File: src/rtl/div_unit_if.sv
// Pipeline-side bundle for the EX-stage divider: the decoded DIV/DIVU request,
// its operands and the cancel line go in; stall, result-valid and HI/LO come back.
interface div_unit_if #(
  parameter int WIDTH = 32
);
  logic             start;
  logic             signed_div;
  logic [WIDTH-1:0] a;
  logic [WIDTH-1:0] b;
  logic             flush;
  logic             stall_req;
  logic             valid;
  logic [WIDTH-1:0] hi;
  logic [WIDTH-1:0] lo;

  // Pipeline controller side
  modport master (
    output start, signed_div, a, b, flush,
    input  stall_req, valid, hi, lo
  );

  // Divider side
  modport slave (
    input  start, signed_div, a, b, flush,
    output stall_req, valid, hi, lo
  );
endinterface

File: src/rtl/div_unit.sv
// Multi-cycle radix-2 restoring divider for the EX stage.
// Operands are reduced to magnitudes on acceptance, WIDTH shift/subtract steps
// run one per cycle, and the sign-corrected quotient/remainder land in lo/hi on
// the edge that enters DONE, so hi/lo already hold the fresh result while valid
// is high (the cycle in which the pipeline is released).
module div_unit #(
  parameter int WIDTH = 32
) (
  input  logic        clk,
  input  logic        rst,
  div_unit_if.slave   bus
);

  localparam int CW = $clog2(WIDTH) + 1;

  localparam logic [1:0] IDLE = 2'd0;
  localparam logic [1:0] BUSY = 2'd1;
  localparam logic [1:0] DONE = 2'd2;

  logic [1:0]       state;
  logic [1:0]       nextState;
  logic [CW-1:0]    count;

  // Iteration registers: divisor magnitude, partial remainder, and the
  // dividend that turns into the quotient as bits shift out of its top.
  logic [WIDTH-1:0] divisorAbs;
  logic [WIDTH-1:0] remReg;
  logic [WIDTH-1:0] quoReg;
  logic             quoNeg;
  logic             remNeg;

  // Architectural HI/LO plus the values they held before the latest load,
  // so a flush that lands in the DONE cycle can take the result back.
  logic [WIDTH-1:0] hiReg;
  logic [WIDTH-1:0] loReg;
  logic [WIDTH-1:0] hiPrev;
  logic [WIDTH-1:0] loPrev;

  logic             aNeg;
  logic             bNeg;
  logic [WIDTH-1:0] aAbs;
  logic [WIDTH-1:0] bAbs;
  logic             divByZero;
  logic             accept;
  logic             lastStep;

  logic [WIDTH:0]   partial;
  logic [WIDTH:0]   trial;
  logic             fits;
  logic [WIDTH-1:0] stepRem;
  logic [WIDTH-1:0] stepQuo;
  logic [WIDTH-1:0] resRem;
  logic [WIDTH-1:0] resQuo;

  // Magnitudes: the most-negative value negates to itself, which read as an
  // unsigned WIDTH-bit number is exactly its magnitude.
  assign aNeg      = bus.signed_div & bus.a[WIDTH-1];
  assign bNeg      = bus.signed_div & bus.b[WIDTH-1];
  assign aAbs      = aNeg ? ({WIDTH{1'b0}} - bus.a) : bus.a;
  assign bAbs      = bNeg ? ({WIDTH{1'b0}} - bus.b) : bus.b;
  assign divByZero = (bus.b == {WIDTH{1'b0}});

  // flush outranks start; a new operation is only taken from IDLE.
  assign accept    = (state == IDLE) & bus.start & ~bus.flush;
  assign lastStep  = (count == CW'(WIDTH - 1));

  // One restoring step: shift {rem,quo} left, trial-subtract at WIDTH+1 bits.
  always_comb begin
    partial = {remReg, quoReg[WIDTH-1]};
    trial   = partial - {1'b0, divisorAbs};
    fits    = ~trial[WIDTH];
    stepRem = fits ? trial[WIDTH-1:0] : partial[WIDTH-1:0];
    stepQuo = {quoReg[WIDTH-2:0], fits};
    resQuo  = quoNeg ? ({WIDTH{1'b0}} - stepQuo) : stepQuo;
    resRem  = remNeg ? ({WIDTH{1'b0}} - stepRem) : stepRem;
  end

  // Next-state selection; flush forces IDLE from every state.
  always_comb begin
    nextState = state;
    case (state)
      IDLE: begin
        if (accept) begin
          nextState = divByZero ? DONE : BUSY;
        end
      end
      BUSY: begin
        if (lastStep) begin
          nextState = DONE;
        end
      end
      DONE: begin
        nextState = IDLE;
      end
      default: begin
        nextState = IDLE;
      end
    endcase
    if (bus.flush) begin
      nextState = IDLE;
    end
  end

  // State register.
  always_ff @(posedge clk or negedge rst) begin
    if (!rst) begin
      state <= IDLE;
    end else begin
      state <= nextState;
    end
  end

  // Operand capture on acceptance, then one iteration per BUSY cycle.
  always_ff @(posedge clk or negedge rst) begin
    if (!rst) begin
      count      <= '0;
      divisorAbs <= '0;
      remReg     <= '0;
      quoReg     <= '0;
      quoNeg     <= 1'b0;
      remNeg     <= 1'b0;
    end else if (accept) begin
      count      <= '0;
      divisorAbs <= bAbs;
      remReg     <= '0;
      quoReg     <= aAbs;
      quoNeg     <= (bus.a[WIDTH-1] ^ bus.b[WIDTH-1]) & bus.signed_div;
      remNeg     <= aNeg;
    end else if (state == BUSY) begin
      count      <= count + CW'(1);
      remReg     <= stepRem;
      quoReg     <= stepQuo;
    end
  end

  // HI/LO: loaded on the edge into DONE, restored if DONE is flushed.
  always_ff @(posedge clk or negedge rst) begin
    if (!rst) begin
      hiReg  <= '0;
      loReg  <= '0;
      hiPrev <= '0;
      loPrev <= '0;
    end else if (accept && divByZero) begin
      hiPrev <= hiReg;
      loPrev <= loReg;
      hiReg  <= bus.a;
      loReg  <= {WIDTH{1'b1}};
    end else if ((state == BUSY) && lastStep && !bus.flush) begin
      hiPrev <= hiReg;
      loPrev <= loReg;
      hiReg  <= resRem;
      loReg  <= resQuo;
    end else if ((state == DONE) && bus.flush) begin
      hiReg  <= hiPrev;
      loReg  <= loPrev;
    end
  end

  // Stall from the first cycle a DIV sits in EX until the result is ready;
  // it drops in DONE so the pipeline advances on the edge leaving DONE.
  assign bus.stall_req = rst & (((state == IDLE) & bus.start & ~bus.flush) |
                                (state == BUSY));
  assign bus.valid     = (state == DONE) & ~bus.flush;
  assign bus.hi        = hiReg;
  assign bus.lo        = loReg;

endmodule

File: src/flat_wrapper.sv
// flat-port wrapper written by rule: the top's interface ports become plain ports
module div_unit_flat 
#(
  parameter int WIDTH = 32
)
  (clk, rst, bus_start, bus_signed_div, bus_a, bus_b, bus_flush, bus_stall_req, bus_valid, bus_hi, bus_lo);
  div_unit_if #(.WIDTH(WIDTH)) bus_i ();
  input  logic clk;
  input  logic rst;
  input wire logic [$bits(bus_i.start)-1:0] bus_start;
  input wire logic [$bits(bus_i.signed_div)-1:0] bus_signed_div;
  input wire logic [$bits(bus_i.a)-1:0] bus_a;
  input wire logic [$bits(bus_i.b)-1:0] bus_b;
  input wire logic [$bits(bus_i.flush)-1:0] bus_flush;
  output wire logic [$bits(bus_i.stall_req)-1:0] bus_stall_req;
  output wire logic [$bits(bus_i.valid)-1:0] bus_valid;
  output wire logic [$bits(bus_i.hi)-1:0] bus_hi;
  output wire logic [$bits(bus_i.lo)-1:0] bus_lo;
  assign bus_i.start = bus_start;
  assign bus_i.signed_div = bus_signed_div;
  assign bus_i.a = bus_a;
  assign bus_i.b = bus_b;
  assign bus_i.flush = bus_flush;
  assign bus_stall_req = bus_i.stall_req;
  assign bus_valid = bus_i.valid;
  assign bus_hi = bus_i.hi;
  assign bus_lo = bus_i.lo;
  div_unit #(.WIDTH(WIDTH)) u_core (.clk(clk), .rst(rst), .bus(bus_i));
endmodule
File: config.mk
export PLATFORM = sky130hd
export DESIGN_NAME = div_unit_flat
export DESIGN_NICKNAME = d
export VERILOG_FILES = /design/src/rtl/div_unit_if.sv /design/src/rtl/div_unit.sv /design/src/flat_wrapper.sv
export SDC_FILE = /design/constraint.sdc
export NUM_CORES = 1
export LEC_CHECK = 0
export CAP_MARGIN = 5
export CORE_MARGIN = 5
export CORE_UTILIZATION = 44
export DETAILED_ROUTE_END_ITERATION = 6
export GPL_TIMING_DRIVEN = 0
export PLACE_DENSITY = 0.61
export SLEW_MARGIN = 10
export SYNTH_ARGS = -nofsm -noshare
export SYNTH_HDL_FRONTEND = slang
export SYNTH_SLANG_ARGS = --single-unit
File: constraint.sdc
create_clock -name clk -period 7.05 [get_ports clk]
set_clock_uncertainty 0.1 [all_clocks]
set_input_delay 1.41 -clock clk [delete_from_list [all_inputs] [get_ports clk]]
set_output_delay 1.41 -clock clk [all_outputs]
set_load 0.005 [all_outputs]
==> results.sh <==
export IMPL_cts_htree_levels=1
export IMPL_ant_nets=0
export IMPL_fillers=3206
export IMPL_gp_congestion=0.9377
export IMPL_rows=67
export IMPL_dp_cells=2405
export IMPL_final_core_util_pct=53.57
export IMPL_cts_inserted_buffers=29
export IMPL_regToRegEndpoint="u_core.bus.hi[30]"
export IMPL_cts_sinks=234
export IMPL_min_period_ns=6.814
export IMPL_vdd_drop_max_mv=0.2339
export IMPL_syn_instance_count=1820
export IMPL_place_hpwl_um=39560
export IMPL_diodes=0
export IMPL_yosys_warnings=0
export IMPL_area_delta_synth_final_pct=20.03
export IMPL_critPathArrivalTime_ns=7.15
export IMPL_grt_max_degree=108
export IMPL_crit_path_end_kind="flop"
export IMPL_pin_count=135
export IMPL_coreArea_mm2=0.03353
export IMPL_synthFlopType="dfrtp_1"
export IMPL_postSynthAreaPerCell_um2=8.224
export IMPL_netlist_top_cells_count="nand2_1 (397), dfrtp_1 (234), o21ai_0 (176), nor2_1 (111), a21oi_1 (87)"
export IMPL_vias=14100
export IMPL_routed_wl_um=51410
export IMPL_cts_root_buf="clkbuf_16"
export IMPL_hold_viol_final=0
export IMPL_finalSetupViolations=0
export IMPL_port_buffers=133
export IMPL_synthArstFlopShare_pct=100.0
export IMPL_worst_hold_slack_ns=0.3645
export IMPL_drive_gt1_share_pct=4.726
export IMPL_design_area_mm2=0.01796
export IMPL_wire_per_inst_um=20.92
export IMPL_initial_utilization_pct=44.63
export IMPL_multiInputGateArea_mm2=0.008537
export IMPL_grt_pass1_wl_um=80770
export IMPL_slowest_delay_ns=0.44
export IMPL_worstSetupEndpoint="u_core.bus.hi[30]"
export IMPL_track_usage_pct=26.46
export IMPL_yosysTopAreaCellShare_pct=39.12
export IMPL_yosys_cell_types_count=78
export IMPL_antenna_found_initial=0
export IMPL_via_per_inst=5.736
export IMPL_die_w_um=194.4
export IMPL_clk_pin_slew_worst_paths_ns=0.06
export IMPL_r2r_start="u_core.quoReg[31]"
export IMPL_yosysMostFrequentCell="nand2_1"
export IMPL_wl_met1_um=21390
export IMPL_cts_tree="built"
export IMPL_stdcell_count=2458
export IMPL_die_y_um=194.4
export IMPL_drt_pass1_iterations=6
export IMPL_max_slew_margin_pct=38.06
export IMPL_worst_r2r_cell_count=24
export IMPL_placed_cell_area_mm2=0.01695
export IMPL_final_nets=2098
export IMPL_cp_slowest_cell="fa_1"
export IMPL_holdBufCountCts=0
export IMPL_maxCapViolCount=0
export IMPL_max_slew_worst_pin_slew_ns=0.9291
export IMPL_drt_initial_drc_count=1122
export IMPL_synth_edf_count=0
export IMPL_synth_area_top_cells="dfrtp_1 (39%), nand2_1 (10%), o21ai_0 (5.9%)"
export IMPL_insertion_delay_ns=0.58
export IMPL_first_global_vias=14110
export IMPL_yosys_area_top_type="dfrtp_1"
export IMPL_cp_data_required_time_ns=7.38
export IMPL_critPathMaxFanout=10
export IMPL_ys_ff_latch=234
export IMPL_outcome="finished clean"
export IMPL_dieArea_mm2=0.03781
export IMPL_fin_tns_setup_ns=0
export IMPL_ff2ff_setup_slack_ns=0.24
export IMPL_p_leak_uw=0.007916
export IMPL_startpoint="u_core.quoReg[31]"
export IMPL_max_freq_mhz=146.8
export IMPL_hp_class="reg -> reg"
export IMPL_syn_nets=1927
export IMPL_power_density_mw_per_mm2=379.7
export IMPL_wl_met3_um=2898
export IMPL_drv_slew=0
export IMPL_crit_type="reg -> reg"
export IMPL_globalRouteOverflowTotal=0
export IMPL_cts_buffer_depth=3
export IMPL_crit_chain="inv_1 -> ha_1 -> inv_1 -> fa_1 -> a211oi_4 -> o31ai_4 -> o211a_1 -> o211a_1 -> nor3_4 -> nor2_4 -> inv_2 -> buf_2 -> clkbuf_4 -> mux2i_1 -> ha_1 -> nand2_1 -> or3_1 -> nor4_4 -> nand4bb_1 -> o41ai_4 -> nand3_1 -> o31ai_1 -> xor2_1 -> o21ai_0"
export IMPL_wl_met2_um=25350
export IMPL_cp_start_kind="flop"
export IMPL_ys_seq_area_share_pct=39.12
export IMPL_drc=0
export IMPL_seq_area_mm2=0.005856
export IMPL_fin_crit_sh_pct=96.65
export IMPL_syn_area_mm2=0.01497
export IMPL_top_layer="met4"
logic make-up after synthesis:
group                      after synthesis  synth area share, %
and+or+nand+nor                        716                21.12
AOI/OAI and AO/OA                      478                20.60
DFF                                    234                39.12
buffers and inverters                  161                4.222
xor gates and xnor gates               148                8.661
muxes                                   45                3.051
adders and majority gates               38                3.227
area by class of cell:
class / count / area share, %
clock inverter: 7 / 0.5572
tap: 448 / 3.120
multi-input combinational: 1425 / 47.52
timing repair buffer: 140 / 7.954
buffer: 108 / 2.424
inverter: 53 / 1.107
sequential: 234 / 32.60
clock buffer: 43 / 4.722
state kept, by name (all words and copies together) (netlist names):
register           flops
u_core.quoReg         32
u_core.quoNeg          1
u_core.bus.hi         32
u_core.state           2
u_core.count           6
u_core.divisorAbs     32
u_core.loPrev         32
u_core.remReg         32
u_core.hiPrev         32
u_core.bus.lo         32
u_core.remNeg          1
placed cells by master, fill, tap and decap left out, types with 7 or more instances in the layout:
cell	instances
a21o_1	20
o21ai_0	176
nand4_1	16
clkbuf_8	7
xnor2_1	86
or3_1	8
nand2b_1	10
inv_1	50
nand3_1	58
a22oi_1	32
nor4_1	17
o41ai_1	12
nand2_1	397
a211oi_1	12
nor3_1	39
clkdlybuf4s50_1	132
nor2b_1	7
a221oi_1	10
a31oi_1	11
o31ai_1	24
clkbuf_1	93
clkbuf_16	29
dfrtp_1	234
xor2_1	62
mux2i_1	43
ha_1	37
or4_1	10
nor2_1	111
buf_2	15
and2_1	12
a21oi_1	86
a41oi_1	19
worst min path at each step:
| stage | from | cells after the start | end |
|---|---|---|---|
| after floorplan | u_core.loPrev[0] | 2 | u_core.loPrev[0] |
| after global placement | u_core.loPrev[0] | 2 | u_core.loPrev[0] |
| after detailed placement | u_core.loPrev[0] | 2 | u_core.loPrev[0] |
| after CTS | u_core.loPrev[0] | 2 | u_core.loPrev[0] |
| after global routing | u_core.hiPrev[0] | 2 | u_core.hiPrev[0] |
| final | u_core.loPrev[0] | 2 | u_core.loPrev[0] |
power breakdown:
part           internal (uW)  total [uW]  leakage, uW  switching, uW
registers               1550        1820      0.00307            271
logic                   1320        3500      0.00437           2180
clock network            899        1500     0.000470            601
total                   3770        6820      0.00792           3050
routing by layer:
metal	global-route usage [%]	up-vias
met5	0	-
met2	46.99	439
met1	33.61	6770
li1	-	6788
met3	3.636	103
met4	7.839	0
worst max-delay path, delay by kind of cell (launching register included):
family | cells | cell delay, ns
AO/OA/AOI/OAI | 7 | 1.80
XOR/XNOR | 1 | 0.25
adder cells (fa/ha/maj) | 3 | 0.95
buffers and inverters | 5 | 1.13
flip-flops | 1 | 0.43
multiplexers | 1 | 0.37
AND/OR/NAND/NOR | 7 | 1.64
repair_timing:
action | 4_1_cts | 5_1_grt
pin swaps | 1 | 1
buffers inserted | 1 | 2
gates resized for setup | 2 | 5
endpoints found under the setup margin | 7 | 7
per-stage QoR:
| step | power (uW) | setup slack [ns] |
|---|---|---|
| CTS | 6736 | 0.01602 |
| floorplan | 4201 | 1.422 |
| detailed placement | 5200 | -0.5191 |
| finish | 6820 | 0.2361 |
| global route | 7258 | -0.01831 |
| global placement | 5164 | -5.790 |
No activity file was read; power rests on OpenSTA's default activity.
